`config.mk`:
```
export PLATFORM = sky130hd
export DESIGN_NAME = sag_ctrl_seq_flat
export DESIGN_NICKNAME = d
export VERILOG_FILES = /design/src/rtl/sag_ctrl_seq_if.sv /design/src/rtl/sag_ctrl_seq.sv /design/src/flat_wrapper.sv
export SDC_FILE = /design/constraint.sdc
export NUM_CORES = 1
export LEC_CHECK = 0
export CAP_MARGIN = 30
export CORE_UTILIZATION = 45
export CTS_CLUSTER_DIAMETER = 150
export CTS_CLUSTER_SIZE = 25
export DETAILED_ROUTE_END_ITERATION = 6
export PLACE_DENSITY = 0.78
export SLEW_MARGIN = 10
export SYNTH_ARGS = -nofsm -noshare
export SYNTH_HDL_FRONTEND = slang
export SYNTH_SLANG_ARGS = --single-unit
```
`constraint.sdc`:
```
create_clock -name clk -period 8.9 [get_ports clk]
set_input_delay 1.335 -clock clk [delete_from_list [all_inputs] [get_ports clk]]
set_output_delay 1.335 -clock clk [all_outputs]
set_load 0.01 [all_outputs]
```
`src/rtl/sag_ctrl_seq_if.sv`:
```
// rtl/sag_ctrl_seq_if.sv - request/result handshake bundle for the SAG control sequencer
interface sag_ctrl_seq_if #(parameter int LOG2N = 3);
   localparam int N = 1 << LOG2N;

   logic               in_valid;
   logic               in_ready;
   logic [N-1:0]       in_ci;
   logic [N-1:0]       in_di;
   logic               in_nr;
   logic               in_inv;
   logic               out_valid;
   logic               out_ready;
   logic [LOG2N*N-1:0] out_b;
   logic [N-1:0]       out_di;

   modport slave (
      input  in_valid, in_ci, in_di, in_nr, in_inv, out_ready,
      output in_ready, out_valid, out_b, out_di
   );

   modport master (
      output in_valid, in_ci, in_di, in_nr, in_inv, out_ready,
      input  in_ready, out_valid, out_b, out_di
   );
endinterface

```
`src/rtl/sag_ctrl_seq.sv`:
```
// rtl/sag_ctrl_seq.sv - sequential generator of SAG/NR-SAG butterfly control words
// One forward stage per cycle, then one backward stage per cycle, then a load of the packed result.
module sag_ctrl_seq #(
   parameter int LOG2N = 3
) (
   input  logic          clk,
   input  logic          rst,
   sag_ctrl_seq_if.slave bus
);
   localparam int N  = 1 << LOG2N;
   localparam int H  = N / 2;
   localparam int NS = 2 * LOG2N;
   localparam int KW = $clog2(LOG2N + 1);
   localparam logic [KW-1:0] K_LAST = KW'(LOG2N - 1);
   localparam logic [KW-1:0] K_FIN  = KW'(LOG2N);

   typedef enum logic [1:0] {IDLE, FWD, BWD, DONE} state_t;

   state_t             r_state;
   logic [KW-1:0]      r_k;
   logic [N-1:0]       r_c;
   logic [N-1:0]       r_di;
   logic               r_nr;
   logic               r_inv;
   logic [H-1:0]       r_lifo [LOG2N];
   logic [H-1:0]       r_slot [NS];
   logic               r_in_ready;
   logic               r_out_valid;
   logic [LOG2N*N-1:0] r_out_b;
   logic [N-1:0]       r_out_di;

   logic [N-1:0]       w_x;
   logic [N-1:0]       w_y;
   logic [N-1:0]       w_c_fwd;
   logic [N-1:0]       w_c_bwd;
   logic [H-1:0]       w_t_fwd;
   logic [H-1:0]       w_l_fwd;
   logic [H-1:0]       w_t_bwd;
   logic [LOG2N*N-1:0] w_b_pack;

   always_comb begin
      int          s;
      int          h;
      logic        acc;
      logic [H-1:0] l;
      s   = N >> r_k;
      h   = 0;
      acc = 1'b0;
      w_x = '0;
      // Running XOR restarts at every block boundary of size S.
      for (int i = 0; i < N; i++) begin
         acc    = ((i & (s - 1)) == 0) ? r_c[i] : (acc ^ r_c[i]);
         w_x[i] = acc;
      end
      l = '0;
      for (int j = 0; j < H; j++) begin
         w_t_fwd[j] = ~w_x[2*j];
         l[j]       = w_x[2*j+1];
      end
      for (int i = 1; i < LOG2N; i++) begin
         if (i > int'(r_k)) begin
            h = N >> (i + 1);
            for (int j = 1; j < H; j++) begin
               if ((j & (2*h - 1)) == h) l[j-1] = l[j+h-1];
            end
         end
      end
      w_l_fwd = l;
      w_y     = '0;
      w_c_fwd = '0;
      w_c_bwd = '0;
      for (int j = 0; j < H; j++) begin
         w_y[2*j]     = w_t_fwd[j] ? r_c[2*j+1] : r_c[2*j];
         w_y[2*j+1]   = w_t_fwd[j] ? r_c[2*j]   : r_c[2*j+1];
         w_c_fwd[j]   = w_y[2*j];
         w_c_fwd[j+H] = w_y[2*j+1];
         w_c_bwd[2*j]   = r_c[j];
         w_c_bwd[2*j+1] = r_c[j+H];
      end
      w_t_bwd  = r_nr ? (~r_lifo[0] & ~r_c[H-1:0]) : '0;
      w_b_pack = '0;
      for (int s2 = 0; s2 < NS; s2++) begin
         w_b_pack[(NS-1-s2)*H +: H] = r_inv ? r_slot[NS-1-s2] : r_slot[s2];
      end
   end

   always_ff @(posedge clk or posedge rst) begin
      if (rst) begin
         r_state     <= IDLE;
         r_k         <= '0;
         r_c         <= '0;
         r_di        <= '0;
         r_nr        <= 1'b0;
         r_inv       <= 1'b0;
         for (int i = 0; i < LOG2N; i++) r_lifo[i] <= '0;
         for (int i = 0; i < NS; i++)    r_slot[i] <= '0;
         r_in_ready  <= 1'b1;
         r_out_valid <= 1'b0;
         r_out_b     <= '0;
         r_out_di    <= '0;
      end else begin
         case (r_state)
            IDLE: begin
               if (bus.in_valid) begin
                  r_c        <= bus.in_ci;
                  r_di       <= bus.in_di;
                  r_nr       <= bus.in_nr;
                  r_inv      <= bus.in_inv;
                  r_k        <= '0;
                  r_in_ready <= 1'b0;
                  r_state    <= FWD;
               end
            end
            FWD: begin
               r_lifo[0] <= w_l_fwd;
               for (int i = 1; i < LOG2N; i++) r_lifo[i] <= r_lifo[i-1];
               // Slots shift toward index 0 so slot 0 ends up holding the first stage.
               for (int i = 0; i < NS - 1; i++) r_slot[i] <= r_slot[i+1];
               r_slot[NS-1] <= w_t_fwd;
               r_c <= w_c_fwd;
               if (r_k == K_LAST) begin
                  r_k     <= '0;
                  r_state <= BWD;
               end else begin
                  r_k <= r_k + 1'b1;
               end
            end
            BWD: begin
               if (r_k == K_FIN) begin
                  r_out_b     <= w_b_pack;
                  r_out_di    <= r_di;
                  r_out_valid <= 1'b1;
                  r_state     <= DONE;
               end else begin
                  for (int i = 0; i < LOG2N - 1; i++) r_lifo[i] <= r_lifo[i+1];
                  r_lifo[LOG2N-1] <= '0;
                  for (int i = 0; i < NS - 1; i++) r_slot[i] <= r_slot[i+1];
                  r_slot[NS-1] <= w_t_bwd;
                  r_c <= w_c_bwd;
                  r_k <= r_k + 1'b1;
               end
            end
            DONE: begin
               if (bus.out_ready) begin
                  r_out_valid <= 1'b0;
                  r_in_ready  <= 1'b1;
                  r_state     <= IDLE;
               end
            end
            default: r_state <= IDLE;
         endcase
      end
   end

   assign bus.in_ready  = r_in_ready;
   assign bus.out_valid = r_out_valid;
   assign bus.out_b     = r_out_b;
   assign bus.out_di    = r_out_di;
endmodule
```
`src/flat_wrapper.sv`:
```
// flat-port wrapper written by rule: the top's interface ports become plain ports
module sag_ctrl_seq_flat 
#(
   parameter int LOG2N = 3
)
  (clk, rst, bus_in_valid, bus_in_ci, bus_in_di, bus_in_nr, bus_in_inv, bus_out_ready, bus_in_ready, bus_out_valid, bus_out_b, bus_out_di);
  sag_ctrl_seq_if #(.LOG2N(LOG2N)) bus_i ();
  input  logic clk;
  input  logic rst;
  input wire logic [$bits(bus_i.in_valid)-1:0] bus_in_valid;
  input wire logic [$bits(bus_i.in_ci)-1:0] bus_in_ci;
  input wire logic [$bits(bus_i.in_di)-1:0] bus_in_di;
  input wire logic [$bits(bus_i.in_nr)-1:0] bus_in_nr;
  input wire logic [$bits(bus_i.in_inv)-1:0] bus_in_inv;
  input wire logic [$bits(bus_i.out_ready)-1:0] bus_out_ready;
  output wire logic [$bits(bus_i.in_ready)-1:0] bus_in_ready;
  output wire logic [$bits(bus_i.out_valid)-1:0] bus_out_valid;
  output wire logic [$bits(bus_i.out_b)-1:0] bus_out_b;
  output wire logic [$bits(bus_i.out_di)-1:0] bus_out_di;
  assign bus_i.in_valid = bus_in_valid;
  assign bus_i.in_ci = bus_in_ci;
  assign bus_i.in_di = bus_in_di;
  assign bus_i.in_nr = bus_in_nr;
  assign bus_i.in_inv = bus_in_inv;
  assign bus_i.out_ready = bus_out_ready;
  assign bus_in_ready = bus_i.in_ready;
  assign bus_out_valid = bus_i.out_valid;
  assign bus_out_b = bus_i.out_b;
  assign bus_out_di = bus_i.out_di;
  sag_ctrl_seq #(.LOG2N(LOG2N)) u_core (.clk(clk), .rst(rst), .bus(bus_i));
endmodule
```
## Yosys cells after proc, flatten, opt, wreduce, memory -nomap -nowiden

Cells that the tools add are included.

- Register bits after elaboration: 92
- Input bits: 22
- Output and inout bits: 34
- Logic and storage cells: 121

- Add/sub/neg operators: 2
- Magnitude comparators: 2
- Equal/unequal tests: 11
- Shift operators: 1
- Mux-type cells: 47
- Bitwise operators: 15
- Reductions and logical operators: 22

Operators with widths:

| operator | count |
|---|---|
| logical NOT 32 bit | 7 |
| case mux 24 bit (2 select lines) | 1 |
| 2-to-1 mux 4 bit | 7 |
| 2-to-1 mux 24 bit | 1 |
| case mux 12 bit (2 select lines) | 1 |
| case mux 8 bit (3 select lines) | 1 |
| 2-to-1 mux 1 bit | 22 |
| 2-to-1 mux 2 bit | 7 |
| 2-to-1 mux 12 bit | 1 |
| AND reduction 3 bit | 4 |
| == test 2 bit, second input constant | 4 |
| 2-to-1 mux 8 bit | 1 |
| != test 2 bit, second input constant | 4 |
| inverter 4 bit | 2 |
| case mux 2 bit (4 select lines) | 1 |
| AND reduction 4 bit | 2 |
| nonzero test 2 bit | 4 |
| 2-to-1 mux 7 bit | 1 |
| bitwise XOR 1 bit | 7 |
| case mux 2 bit (3 select lines) | 1 |
| AND reduction 2 bit | 3 |
| inverter 1 bit | 5 |
| bitwise AND 4 bit | 1 |
| != test 2 x 1 -> 1 bit, second input constant | 2 |
| other kinds (9) | 10 |

## Depth between registers and ports, before layout

- Depth after elaboration: 19
- Depth in mapped cells: 10
- Mapped depth without buffers: 9

## Least setup slack after synthesis

OpenSTA, ideal clock, no wires.

- Kind: flip-flop to flip-flop
- Start point: register u_core.r_c[1]
- End point: register u_core.r_lifo[11] (netlist name)
- Setup time: 0.069 ns
- Arrival: 2.416 ns
- Required time: 8.831 ns
- Setup slack: 6.416 ns
- Cell stages (with the launch flop): 10
- Buffers on the path: 0
- Clock period less this slack: 2.484 ns
- Cell sequence: dfrtp_1 inv_1 ha_1 nor2b_1 xnor3_2 or4_1 a22oi_2 mux2i_1 or4_1 nand3_1

- Cells in the longest elaborated chain, start to end: 15

Ends and longest elaborated chain:

| element | line | source |
|---|---|---|
| start: declaration | sag_ctrl_seq.sv:21 | `logic [N-1:0] r_c;` |
| start signal: assignment | sag_ctrl_seq.sv:105 | `r_c <= bus.in_ci;` |
| start signal: assignment | sag_ctrl_seq.sv:120 | `r_c <= w_c_fwd;` |
| start signal: assignment | sag_ctrl_seq.sv:139 | `r_c <= w_c_bwd;` |
| bitwise XOR 1 bit | sag_ctrl_seq.sv:52 | `acc = ((i & (s - 1)) == 0) ? r_c[i] : (acc ^ r_c[i]);` |
| 2-to-1 mux 1 bit * | sag_ctrl_seq.sv:52 |  |
| bitwise XOR 1 bit * | sag_ctrl_seq.sv:52 |  |
| 2-to-1 mux 1 bit * | sag_ctrl_seq.sv:52 |  |
| bitwise XOR 1 bit * | sag_ctrl_seq.sv:52 |  |
| 2-to-1 mux 1 bit * | sag_ctrl_seq.sv:52 |  |
| bitwise XOR 1 bit * | sag_ctrl_seq.sv:52 |  |
| 2-to-1 mux 1 bit * | sag_ctrl_seq.sv:52 |  |
| bitwise XOR 1 bit * | sag_ctrl_seq.sv:52 |  |
| 2-to-1 mux 1 bit * | sag_ctrl_seq.sv:52 |  |
| bitwise XOR 1 bit * | sag_ctrl_seq.sv:52 |  |
| 2-to-1 mux 1 bit * | sag_ctrl_seq.sv:52 |  |
| bitwise XOR 1 bit * | sag_ctrl_seq.sv:52 |  |
| 2-to-1 mux 1 bit * | sag_ctrl_seq.sv:52 |  |
| case mux 12 bit (2 select lines) * | sag_ctrl_seq.sv:102 | `case (r_state)` |
| end: declaration | sag_ctrl_seq.sv:25 | `logic [H-1:0] r_lifo [LOG2N];` |

Every way passes the cells marked *; elsewhere a longest branch is shown, timed or not.
A chain may end at the register's enable or synchronous reset.

## Worst setup path after layout

- Start point: register u_core.r_state[0]
- End point: register u_core.r_slot[18] (netlist name)

- Cells in the longest elaborated chain, start to end: 3
- Elaborated cells on any way between the ends: 6
- Classes of those cells: eq/ne: 3; mux: 1; reduce/logical: 2

Ends and longest elaborated chain:

| element | line | source |
|---|---|---|
| start: declaration | sag_ctrl_seq.sv:19 | `state_t r_state;` |
| start signal: assignment | sag_ctrl_seq.sv:89 | `r_state <= IDLE;` |
| start signal: assignment | sag_ctrl_seq.sv:111 | `r_state <= FWD;` |
| start signal: assignment | sag_ctrl_seq.sv:123 | `r_state <= BWD;` |
| == test 2 bit or == test 2 x 1 -> 1 bit (tied branches) | sag_ctrl_seq.sv:102 |  |
| != test 2 bit (no source line) or nonzero test 2 bit (tied branches) | n/a |  |
| AND reduction 2 bit (no source line) | n/a |  |
| end signal: indexed assignment | sag_ctrl_seq.sv:119 | `r_slot[NS-1] <= w_t_fwd;` |
| end signal: indexed assignment | sag_ctrl_seq.sv:138 | `r_slot[NS-1] <= w_t_bwd;` |
| end: declaration | sag_ctrl_seq.sv:26 | `logic [H-1:0] r_slot [NS];` |

Several ways; a longest one is shown, not always the timed one.

==> results.md <==
- Status: finished clean
- Worst setup SP type: register
- Final Max Slew Viols: 0
- Crit path DAT: 3.13 ns
- Overall die height: 103.4 um
- Final critical-path share of the clock period: 0.3241
- Crit. End Element: register
- WL/cell: 14.90 um
- Gates resized, CTS repair: 0
- Area fraction of the dominant cell type after synthesis: 0.4918
- Syn nets: 475
- CTS tree: yes
- Slew @ Worst Pin: 0.9344 ns
- Postcts setup bufs: 0
- Num CTS Buffers: 9
- Worst hold path type: register to register
- Number of H-tree levels: 3
- Relative slew margins: 0.3771
- CTS Hold Bufs: 0
- Placed Cells: 605
- Syn Std Cell Area: 0.004631 sq mm
- Vias/cell: 5.473
- Setup TNS: 0 ns
- Post-synthesis cell count: 443
- Vias in the first global route: 3215
- DR vias: 3399
- Post-synth EDFFs: 0
- IO Count: 56
- Synth top area cells: dfrtp_1 49%, mux2_2 9.2%, mux2i_1 6.7%, nand2_1 4.5%, o21ai_0 4.1%
- CP max FO: 33
- DRT Pass-1 Iters: 4
- GR Util All Layers: 0.1866
- Skew-Pair Late Insertion Delay: 0.36 ns
- Core footprint: 0.009864 sq mm
- Primary FF master, synth: dfrtp_1
- Synthesis Warnings: 0
- Largest area contributor in the netlist: dfrtp_1
- Final Net Count: 516
- Row count: 36
- P&R area growth vs syn: 18.83%
- Worst-path clk slew: 0.09 ns
- Asr flop ratio synth: 1.000
- Placed wire-length estimate: 6.501 mm
- Largest net degree at the start of global routing: 60
- Initial antenna violation count: 0
- Leakage Power: 2.425 nW
- Post-synth cell types: 46
- RSZ-0062 raised after global routing: false
- Initial Utilization: 0.4694
- Root buffer cell: clkbuf_8
- Placer congestion estimate: 0.8139
- Post-synthesis sequential area ratio: 0.4974
- CP Data Required Time: 9.15 ns
- Die Wd: 103.4 um
- Max Cap Violations: 0
- Fmax: 346.7 MHz
- DR iter-0 viols: 191
- Die Area: 0.01070 sq mm
- PD cells: 433.3 mW/mm^2
- Final Non-Filler Cells: 621
- Clk_skew: 0.01671 ns
- Mean area per synthesized cell: 10.45 sq um
- Share of layout cells above drive strength 1: 0.1352
- Final Cell Area: 0.005503 sq mm
- CTS sink count: 92
- Drt total wl: 9.253 mm
- Reg2reg setup slack: 6.02 ns
- Cell Area, Placed: 0.005301 sq mm
- Commonest cells in the synthesized netlist: 91 x dfrtp_1, 55 x nand2_1, 38 x mux2_2, 38 x o21ai_0, 31 x mux2i_1
- Final min period: 2.884 ns
- Top-count cell post-synth: dfrtp_1
- First-pass GRT wire length: 15.41 mm
- Hold Vio Cnt, Final: 0
- I/O Buffers: 55
- Final ANT Viol Nets: 0
- Final core occ: 0.5578
- Residual DRC: 0
- Yosys reg bits: 92
- Endpoints failing setup: 0
- Overflow left after global routing: 0
- N_diodes: 0
- Type of the worst setup path: register to register
- Clk buf depth: 2
- Worst vdd ir: 0.0001403 V
critical path: stages (launching register included):
cell	delay (ns)
dfrtp_1	0.42
inv_1	0.10
ha_1	0.77
nand2_2	0.19
nand2_1	0.48
buf_4	0.42
mux2_2	0.39
cell families (layout without fill, tap and decap cells):
logic type / count (synthesis) / in the layout / share of synthesized area
AOI/OAI and AO/OA: 105 / 105 / 0.1421
and+or+nand+nor: 105 / 105 / 0.09970
DFF: 92 / 92 / 0.4974
muxes: 69 / 69 / 0.1594
buffers and inverters: 49 / 94 / 0.04215
adders and majority gates: 15 / 15 / 0.03783
xor gates and xnor gates: 8 / 8 / 0.02134
cell type report:
cell class | instances | area, sq um
clock buffers | 10 | 127.6
clock inverters | 5 | 53.80
fillers | 835 | 4362
inverters | 18 | 68.82
multi-input cells | 302 | 2135
flip-flops and latches | 92 | 2303
well taps | 133 | 166.4
repair buffers | 61 | 648.1
sequential cells by signal (all words and copies together) (netlist names):
register              cells
u_core.r_inv              1
u_core.r_k                2
u_core.bus.out_valid      1
u_core.r_state            2
u_core.r_nr               1
u_core.bus.out_b         24
u_core.r_lifo            12
u_core.r_di               8
u_core.r_c                8
u_core.bus.in_ready       1
u_core.r_slot            24
u_core.bus.out_di         8
cell usage in the layout (no fill, tap or decap), drive strengths merged, types with 3 or more instances in the layout:
cell           count
nand3              6
nand2             55
dfrtp             91
o22ai              5
nand2b             3
a22oi              3
nor2              20
nand4              3
maj3               5
clkbuf            10
o21ai             42
a221oi             4
mux2              38
clkdlybuf4s50     55
buf                6
mux2i             31
xnor2              6
o31ai              6
a22o               5
ha                10
o21a               3
a21oi             19
o211ai             4
nor2b              4
clkinv             5
nor3               7
inv               17
final timing paths:
check                                                 startpoint                                to  depth (start not counted)
worst min register to register  u_core.bus.out_b[13]$_DFFE_PP0P_  u_core.bus.out_b[13]$_DFFE_PP0P_                          2
min in group asynchronous                                    rst         u_core.r_c[1]$_DFFE_PP0P_                          3
worst max-delay path               u_core.r_state[0]$_DFFE_PP0P_     u_core.r_slot[18]$_DFFE_PP0P_                          6
worst min-delay path            u_core.bus.out_b[13]$_DFFE_PP0P_  u_core.bus.out_b[13]$_DFFE_PP0P_                          2
max in group asynchronous                                    rst   u_core.bus.out_b[9]$_DFFE_PP0P_                          4
worst max register to register     u_core.r_state[0]$_DFFE_PP0P_     u_core.r_slot[18]$_DFFE_PP0P_                          6
report_power, final:
group          total (W)  internal, W  switching, W
combinational    0.00133     0.000651      0.000676
sequential      0.000789     0.000612      0.000177
clock           0.000268     0.000127      0.000141
through the flow:
step | total power, W | hold WS (ns) | setup WS [ns]
after floorplan | 0.001749 | 0.4725 | 5.175
after global placement | 0.002046 | 0.4660 | 5.251
after detailed placement | 0.002118 | 0.4715 | 5.118
after CTS | 0.002390 | 0.4919 | 5.151
after global routing | 0.002570 | 0.5046 | 5.847
final | 0.002384 | 0.4848 | 6.016
routing by layer:
layer	routed length (um)	vias to the layer above	share of wire	global-route usage
li1	-	1654	-	-
met1	4258	1660	0.46	0.2363
met2	4570	73	0.49	0.3225
met3	313	12	0.034	0.03427
met4	110	0	0.012	0.06176
met5	0	-	0	0
(Power assumes the default switching activity.)
